## config.mk

```make
export PLATFORM = sky130hd
export DESIGN_NAME = lsu_arbiter
export DESIGN_NICKNAME = d
export VERILOG_FILES = /design/src/rtl/lsu_pkg.sv /design/src/rtl/lsu_addr_decode.sv /design/src/rtl/lsu_arbiter.sv
export SDC_FILE = /design/constraint.sdc
export NUM_CORES = 1
export LEC_CHECK = 0
export BUFFER_PORTS_ARGS = -buffer_cell sky130_fd_sc_hd__buf_2
export CORE_MARGIN = 5
export CORE_UTILIZATION = 25
export CTS_BUF_LIST = sky130_fd_sc_hd__clkbuf_8
export DETAILED_ROUTE_END_ITERATION = 10
export PLACE_DENSITY = 0.57
export SLEW_MARGIN = 15
export SYNTH_ARGS = -nofsm -noshare
export SYNTH_HDL_FRONTEND = slang
export SYNTH_HIERARCHICAL = 1
export SYNTH_SLANG_ARGS = --single-unit
```

## constraint.sdc

```tcl
create_clock -name i_clk -period 5.2 [get_ports i_clk]
set_clock_uncertainty 0.05 [all_clocks]
set_input_delay 0.26 -clock i_clk [delete_from_list [all_inputs] [get_ports i_clk]]
set_output_delay 0.26 -clock i_clk [all_outputs]
set_load 0.005 [all_outputs]
```

## src/rtl/lsu_pkg.sv

```systemverilog
// Shared LSU definitions: mapped-region bounds, control encoding, request bundle.
// Used by the arbiter and by any bus master that needs the same address decode.
package lsu_pkg;

  localparam logic [15:0] DMEM_BASE    = 16'h2000;
  localparam logic [15:0] DMEM_LIMIT   = 16'h3FFF;
  localparam logic [15:0] OUTBUF_BASE  = 16'h7000;
  localparam logic [15:0] OUTBUF_LIMIT = 16'h703F;
  localparam logic [15:0] INBUF_BASE   = 16'h7800;
  localparam logic [15:0] INBUF_LIMIT  = 16'h781F;

  // Size/sign encoding carried to the LSU untouched; codes 3, 6, 7 are unused.
  typedef enum logic [2:0] {
    CTRL_LB  = 3'b000,
    CTRL_LH  = 3'b001,
    CTRL_LW  = 3'b010,
    CTRL_LBU = 3'b100,
    CTRL_LHU = 3'b101
  } lsu_ctrl_e;

  typedef struct packed {
    logic        we;
    logic [31:0] addr;
    logic [31:0] wdata;
    lsu_ctrl_e   ctrl;
  } lsu_req_t;

  function automatic logic in_region(input logic [15:0] addr,
                                     input logic [15:0] base,
                                     input logic [15:0] limit);
    return (addr >= base) && (addr <= limit);
  endfunction

endpackage

```

## src/rtl/lsu_addr_decode.sv

```systemverilog
// Combinational legality check of a 16-bit LSU address for a load or store.
module lsu_addr_decode
  import lsu_pkg::*;
(
  input  logic [15:0] addr,
  input  logic        we,
  output logic        legal
);

  // The input buffer is read-only, so a store there is illegal.
  assign legal = in_region(addr, DMEM_BASE, DMEM_LIMIT)
              || in_region(addr, OUTBUF_BASE, OUTBUF_LIMIT)
              || (in_region(addr, INBUF_BASE, INBUF_LIMIT) && !we);

endmodule

```

## src/rtl/lsu_arbiter.sv

```systemverilog
// Shares the LSU port between the core path (M0) and the DMA/debug loader (M1),
// with M1 starvation override, address filtering and a one-cycle response register.
module lsu_arbiter
  import lsu_pkg::*;
#(
  parameter int unsigned STARVE_LIMIT = 8
) (
  input  logic        i_clk,
  input  logic        i_rst,
  input  logic        i_m0_req,
  input  logic        i_m1_req,
  input  logic        i_m0_we,
  input  logic        i_m1_we,
  input  logic [31:0] i_m0_addr,
  input  logic [31:0] i_m1_addr,
  input  logic [31:0] i_m0_wdata,
  input  logic [31:0] i_m1_wdata,
  input  logic [2:0]  i_m0_ctrl,
  input  logic [2:0]  i_m1_ctrl,
  output logic        o_m0_gnt,
  output logic        o_m1_gnt,
  output logic        o_m0_rsp_valid,
  output logic        o_m1_rsp_valid,
  output logic [31:0] o_m0_rdata,
  output logic [31:0] o_m1_rdata,
  output logic        o_m0_err,
  output logic        o_m1_err,
  output logic [31:0] o_lsu_addr,
  output logic [31:0] o_st_data,
  output logic        o_lsu_wren,
  output logic        o_lsu_rden,
  output logic [2:0]  o_control,
  input  logic [31:0] i_ld_data
);

  localparam logic [7:0] LIMIT = 8'(STARVE_LIMIT);

  logic [7:0]  starve_cnt;
  logic        m1_wins;
  logic        any_gnt;
  logic        legal;
  logic        issue;
  lsu_req_t    m0_r;
  lsu_req_t    m1_r;
  lsu_req_t    win;

  logic        rsp_valid_q;
  logic        rsp_m1_q;
  logic        rsp_err_q;
  logic [31:0] rsp_data_q;

  always_comb begin
    m0_r = '{we: i_m0_we, addr: i_m0_addr, wdata: i_m0_wdata, ctrl: lsu_ctrl_e'(i_m0_ctrl)};
    m1_r = '{we: i_m1_we, addr: i_m1_addr, wdata: i_m1_wdata, ctrl: lsu_ctrl_e'(i_m1_ctrl)};
  end

  assign m1_wins  = i_m1_req && (!i_m0_req || (starve_cnt == LIMIT));
  assign o_m1_gnt = !i_rst && m1_wins;
  assign o_m0_gnt = !i_rst && i_m0_req && !m1_wins;
  assign any_gnt  = o_m0_gnt || o_m1_gnt;
  assign win      = m1_wins ? m1_r : m0_r;

  lsu_addr_decode u_decode (
    .addr  (win.addr[15:0]),
    .we    (win.we),
    .legal (legal)
  );

  // Illegal accesses are granted but never reach the LSU.
  assign issue      = any_gnt && legal;
  assign o_lsu_addr = issue ? win.addr  : '0;
  assign o_st_data  = issue ? win.wdata : '0;
  assign o_control  = issue ? win.ctrl  : 3'b000;
  assign o_lsu_wren = issue && win.we;
  assign o_lsu_rden = issue && !win.we;

  always_ff @(posedge i_clk) begin
    if (i_rst) begin
      starve_cnt <= '0;
    end else if (!i_m1_req || o_m1_gnt) begin
      starve_cnt <= '0;
    end else if (starve_cnt != LIMIT) begin
      starve_cnt <= starve_cnt + 8'd1;
    end
  end

  always_ff @(posedge i_clk) begin
    if (i_rst) begin
      rsp_valid_q <= 1'b0;
      rsp_m1_q    <= 1'b0;
      rsp_err_q   <= 1'b0;
      rsp_data_q  <= '0;
    end else begin
      rsp_valid_q <= any_gnt;
      rsp_m1_q    <= o_m1_gnt;
      rsp_err_q   <= any_gnt && !legal;
      rsp_data_q  <= (issue && !win.we) ? i_ld_data : '0;
    end
  end

  // Gating with i_rst drops a response that is on the outputs when reset arrives.
  assign o_m0_rsp_valid = rsp_valid_q && !rsp_m1_q && !i_rst;
  assign o_m1_rsp_valid = rsp_valid_q &&  rsp_m1_q && !i_rst;
  assign o_m0_err       = o_m0_rsp_valid && rsp_err_q;
  assign o_m1_err       = o_m1_rsp_valid && rsp_err_q;
  assign o_m0_rdata     = o_m0_rsp_valid ? rsp_data_q : '0;
  assign o_m1_rdata     = o_m1_rsp_valid ? rsp_data_q : '0;

endmodule

```

# Word level (Yosys, flattened, before mapping)
# Index checks and enable logic that the tools add are counted.
# word_totals
in_bits,172
elab_cells,53
out_inout_bits,139
regBits,43
# classes
n_bitwise,1
n_eq_ne,2
muxes,6
n_reduce_logical,32
addsub,1
order_cmp,6
# op_table
operator,n
$mux W32,4
$mux W68,1
$ge A16 B15 Y1 const B,2
$le A16 B15 Y1 const B,2
$logic_and A1 B1 Y1,18
$ge A16 B14 Y1 const B,1
$le A16 B14 Y1 const B,1
$add A8 B1 Y8 const B,1
$eq A8 B4 Y1 const B,1
$ne A8 B4 Y1 const B,1
$logic_not A1 Y1,7
$logic_or A1 B1 Y1,5
$reduce_or A2 Y1,2
$mux W3,1
$not A1 Y1,1

# Longest topological paths before layout
# logic_depth
ltp_word,12
ltp_mapped,14

# By module
# The synthesis kept the hierarchy.
# by_module_without_submodules
module,cells_each,area_per_inst_um2,instances,seq_area_each_um2
lsu_arbiter,543,4389.2,1,860.8
lsu_addr_decode,6,40.0,1,0.0

# Worst setup path after synthesis
# No wires, ideal clock.
# synth_path
path_kind,reg-to-output
startpoint,register starve_cnt[0]
endpoint,output port o_control[0]
setup_slack_ns,1.944
stages_incl_launch_ff,15
arrival_ns,2.946
t_required_ns,4.890
path_cell_list,dfxtp_1 -> inv_1 -> ha_1 -> nor4b_4 -> a2bb2oi_2 -> buf_2 -> mux2_1 -> nor4b_2 -> nand3_1 -> a21oi_1 -> clkbuf_1 -> clkbuf_1 -> clkbuf_1 -> nand3_1 -> mux2i_1
# synth_rtl
element,line_no,text
start: declaration,lsu_arbiter.sv:38,logic [7:0] starve_cnt;
start signal: assignment,lsu_arbiter.sv:83,starve_cnt <= starve_cnt + 8'd1;
end: declaration,lsu_arbiter.sv:32,"output logic [2:0] o_control,"

==> flow_summary_export.csv <==
group,metric,value,unit
run_status,run_status,"finished, final reports clean",
route,wirelength,16.7,mm
power_and_ir_drop,p_per_area,129,mW/mm^2
cells_and_area,num_antenna_cells,0,
worst_setup_path,start_kind,"register",
floorplan,start_util,25.4,%
worst_setup_path,worstPathRequired,4.89,ns
route,vias,4990,
sta,finalMaxSlewViolations,0,
worst_setup_path,r2r_start,"starve_cnt[0]$_SDFFE_PP0N_",
grt,gr-total-overflow,0,
logic_synthesis,syn-num-nets,718,
cts,cts_resized,0,
placed_design,dp_hpwl,13.3,mm
floorplan,core_area,0.0172,sq mm
floorplan,die_w,142,microns
worst_setup_path,crit_arrival,3.78,ns
sta,period_minus_slack,4.09,ns
grt,antenna_found_initial,0,
cells_and_area,nNetsFinal,974,
job,cap_violations,0,
sta,slew_headroom,41.4,%
cts,cts.sinks,43,
logic_synthesis,syn_area,0.00437,sq mm
logic_synthesis,synthCells,544,
route,routedWlPerCell,16.3,microns
sta,worst_pin_slew,0.878,ns
grt,grt_pass1_wl,25.9,mm
floorplan,die_y,142,microns
worst_hold_path,hp-class,"in -> reg",
worst_hold_path,min_delay_path_depth,2,
sta,timing.setup.tns,0,ns
cts,cts_root_buf,"clkbuf_8",
cts,path_clk_slew,0.07,ns
logic_synthesis,syn_area_per_cell,8.04,sq um
power_and_ir_drop,peakVddDrop,86.5,uV
cts,clock_latency,0.29,ns
cts,numCtsBuffers,5,
placed_design,placedCellCount,1018,
cells_and_area,drive_above_1_share,41.4,%
floorplan,die_area,0.0202,sq mm
grt,grt_pass1_vias,4793,
sta,fmax,244,MHz
worst_hold_path,whs_endpoint,"rsp_m1_q$_SDFF_PP0_",
placed_design,port-buffer-count,310,
sta,finalHoldViolCount,0,
route,avgViaCountPerCell,4.87,
power_and_ir_drop,leakagePower,3.15,nW
worst_setup_path,cp-end-kind,"primary output",
cells_and_area,fin_cells,1024,
route,drt_first_pass_iters,7,
cts,post_cts_buffers,0,
grt,track_usage,15.6,%
cts,htree_levels,2,
sta,setup_violations,0,
worst_setup_path,crit_fanout,153,
grt,grt_max_degree,154,
worst_setup_path,r2r_cells,11,
cts,cts_hold_buffers,0,
cts,cts_tree,"built",
sta,rsz0062_at_grt,"false",
worst_setup_path,reg2reg_slack,1.73,ns
worst_setup_path,critical_path_class,"reg -> out",
cells_and_area,fill_cells,1854,
sta,fin_crit_sh,78.7,%
logic_synthesis,yosysWarningCount,6,
worst_hold_path,worstHoldStart,"i_rst",
route,drc,0,
cells_and_area,area.growth.synth_to_final,37.9,%
route,ant_nets,0,
floorplan,num_rows,48,
worst_setup_path,r2r-end,"rsp_data_q[27]$_SDFF_PP0_",
placed_design,gp_congestion,0.795,
route,drtIter0Drc,176,
cts,clockBufferDepth,2,
sta,hold_ws,0.182,ns
cells_and_area,finalCoreUtilization,35.0,%
floorplan,io_pins,311,
==> how the worst max path moves through the flow <==
stage | slack, ns | cells after the start | end | startpoint
floorplan | 1.94 | 14 | o_control[0] | starve_cnt[0]$_SDFFE_PP0N_
global placement | 1.42 | 12 | o_st_data[23] | starve_cnt[0]$_SDFFE_PP0N_
detailed placement | 1.37 | 12 | o_st_data[23] | starve_cnt[0]$_SDFFE_PP0N_
CTS | 1.03 | 12 | o_st_data[23] | starve_cnt[0]$_SDFFE_PP0N_
global route | 0.80 | 12 | o_st_data[23] | starve_cnt[0]$_SDFFE_PP0N_
finish | 1.11 | 12 | o_st_data[23] | starve_cnt[0]$_SDFFE_PP0N_
==> registers in the layout, summed over array words and instances, names as in the netlist <==
name / cells
rsp_valid_q: 1
starve_cnt: 8
rsp_err_q: 1
rsp_m1_q: 1
rsp_data_q: 32
==> where the power goes <==
group          internal, W  total [W]  switching (W)
Sequential        0.000334   0.000336     0.00000219
Combinational     0.000108   0.000250       0.000141
Clock            0.0000877   0.000194       0.000106
==> placed cells by master, fill, tap and decap left out, drive strengths merged <==
cell type	instances
a211oi	1
a21oi	4
a2bb2oi	1
a311o	1
and2	66
and3b	1
and4bb	1
buf	320
clkbuf	5
dfxtp	43
ha	2
inv	6
mux2	12
mux2i	101
nand2	1
nand2b	2
nand3	141
nand3b	2
nand4	1
nand4b	64
nor2	9
nor2b	1
nor3b	1
nor4b	2
o21ai	4
o21ba	1
or3	3
xnor2	1
xor2	2
==> layer usage <==
| layer | track usage [%] | vias to the layer above | wire length [microns] |
|---|---|---|---|
| li1 | - | 2487 | - |
| met1 | 18.9 | 2278 | 6710 |
| met2 | 27.4 | 204 | 8170 |
| met3 | 3.70 | 21 | 1380 |
| met4 | 4.80 | 0 | 429 |
| met5 | 0 | - | 0 |
==> worst max-delay path: stages (launching register included) <==
cell and delay [ns]:
dfxtp_1 0.41, inv_1 0.06, ha_1 0.19, nor4b_4 0.14
a2bb2oi_4 0.61, mux2_1 0.41, nor4b_2 0.27, nand3_1 0.15
a21oi_4 0.20, buf_12 0.43, nand3_1 0.18, mux2i_1 0.20
buf_2 0.15
==> metrics by stage <==
stage / power, W / cell area [sq um] / setup WS, ns
2_1_floorplan: 0.000487 / 4370 / 1.94
3_3_place_gp: 0.000593 / 5960 / 1.42
3_5_place_dp: 0.000595 / 5960 / 1.37
4_1_cts: 0.000794 / 6030 / 1.03
5_1_grt: 0.000829 / 6030 / 0.797
6_report: 0.000779 / 6030 / 1.11
==> layout make-up <==
class / count / area [sq um] / area share [%]
clock buffers: 5 / 68.8 / 1.14
flip-flops and latches: 43 / 861 / 14.3
repair buffers: 320 / 1640 / 27.2
multi-input cells: 425 / 3160 / 52.4
inverters: 5 / 18.8 / 0.311
clock inverters: 1 / 3.75 / 0.0623
well taps: 225 / 282 / 4.67
No activity file was read; power rests on OpenSTA's default activity.
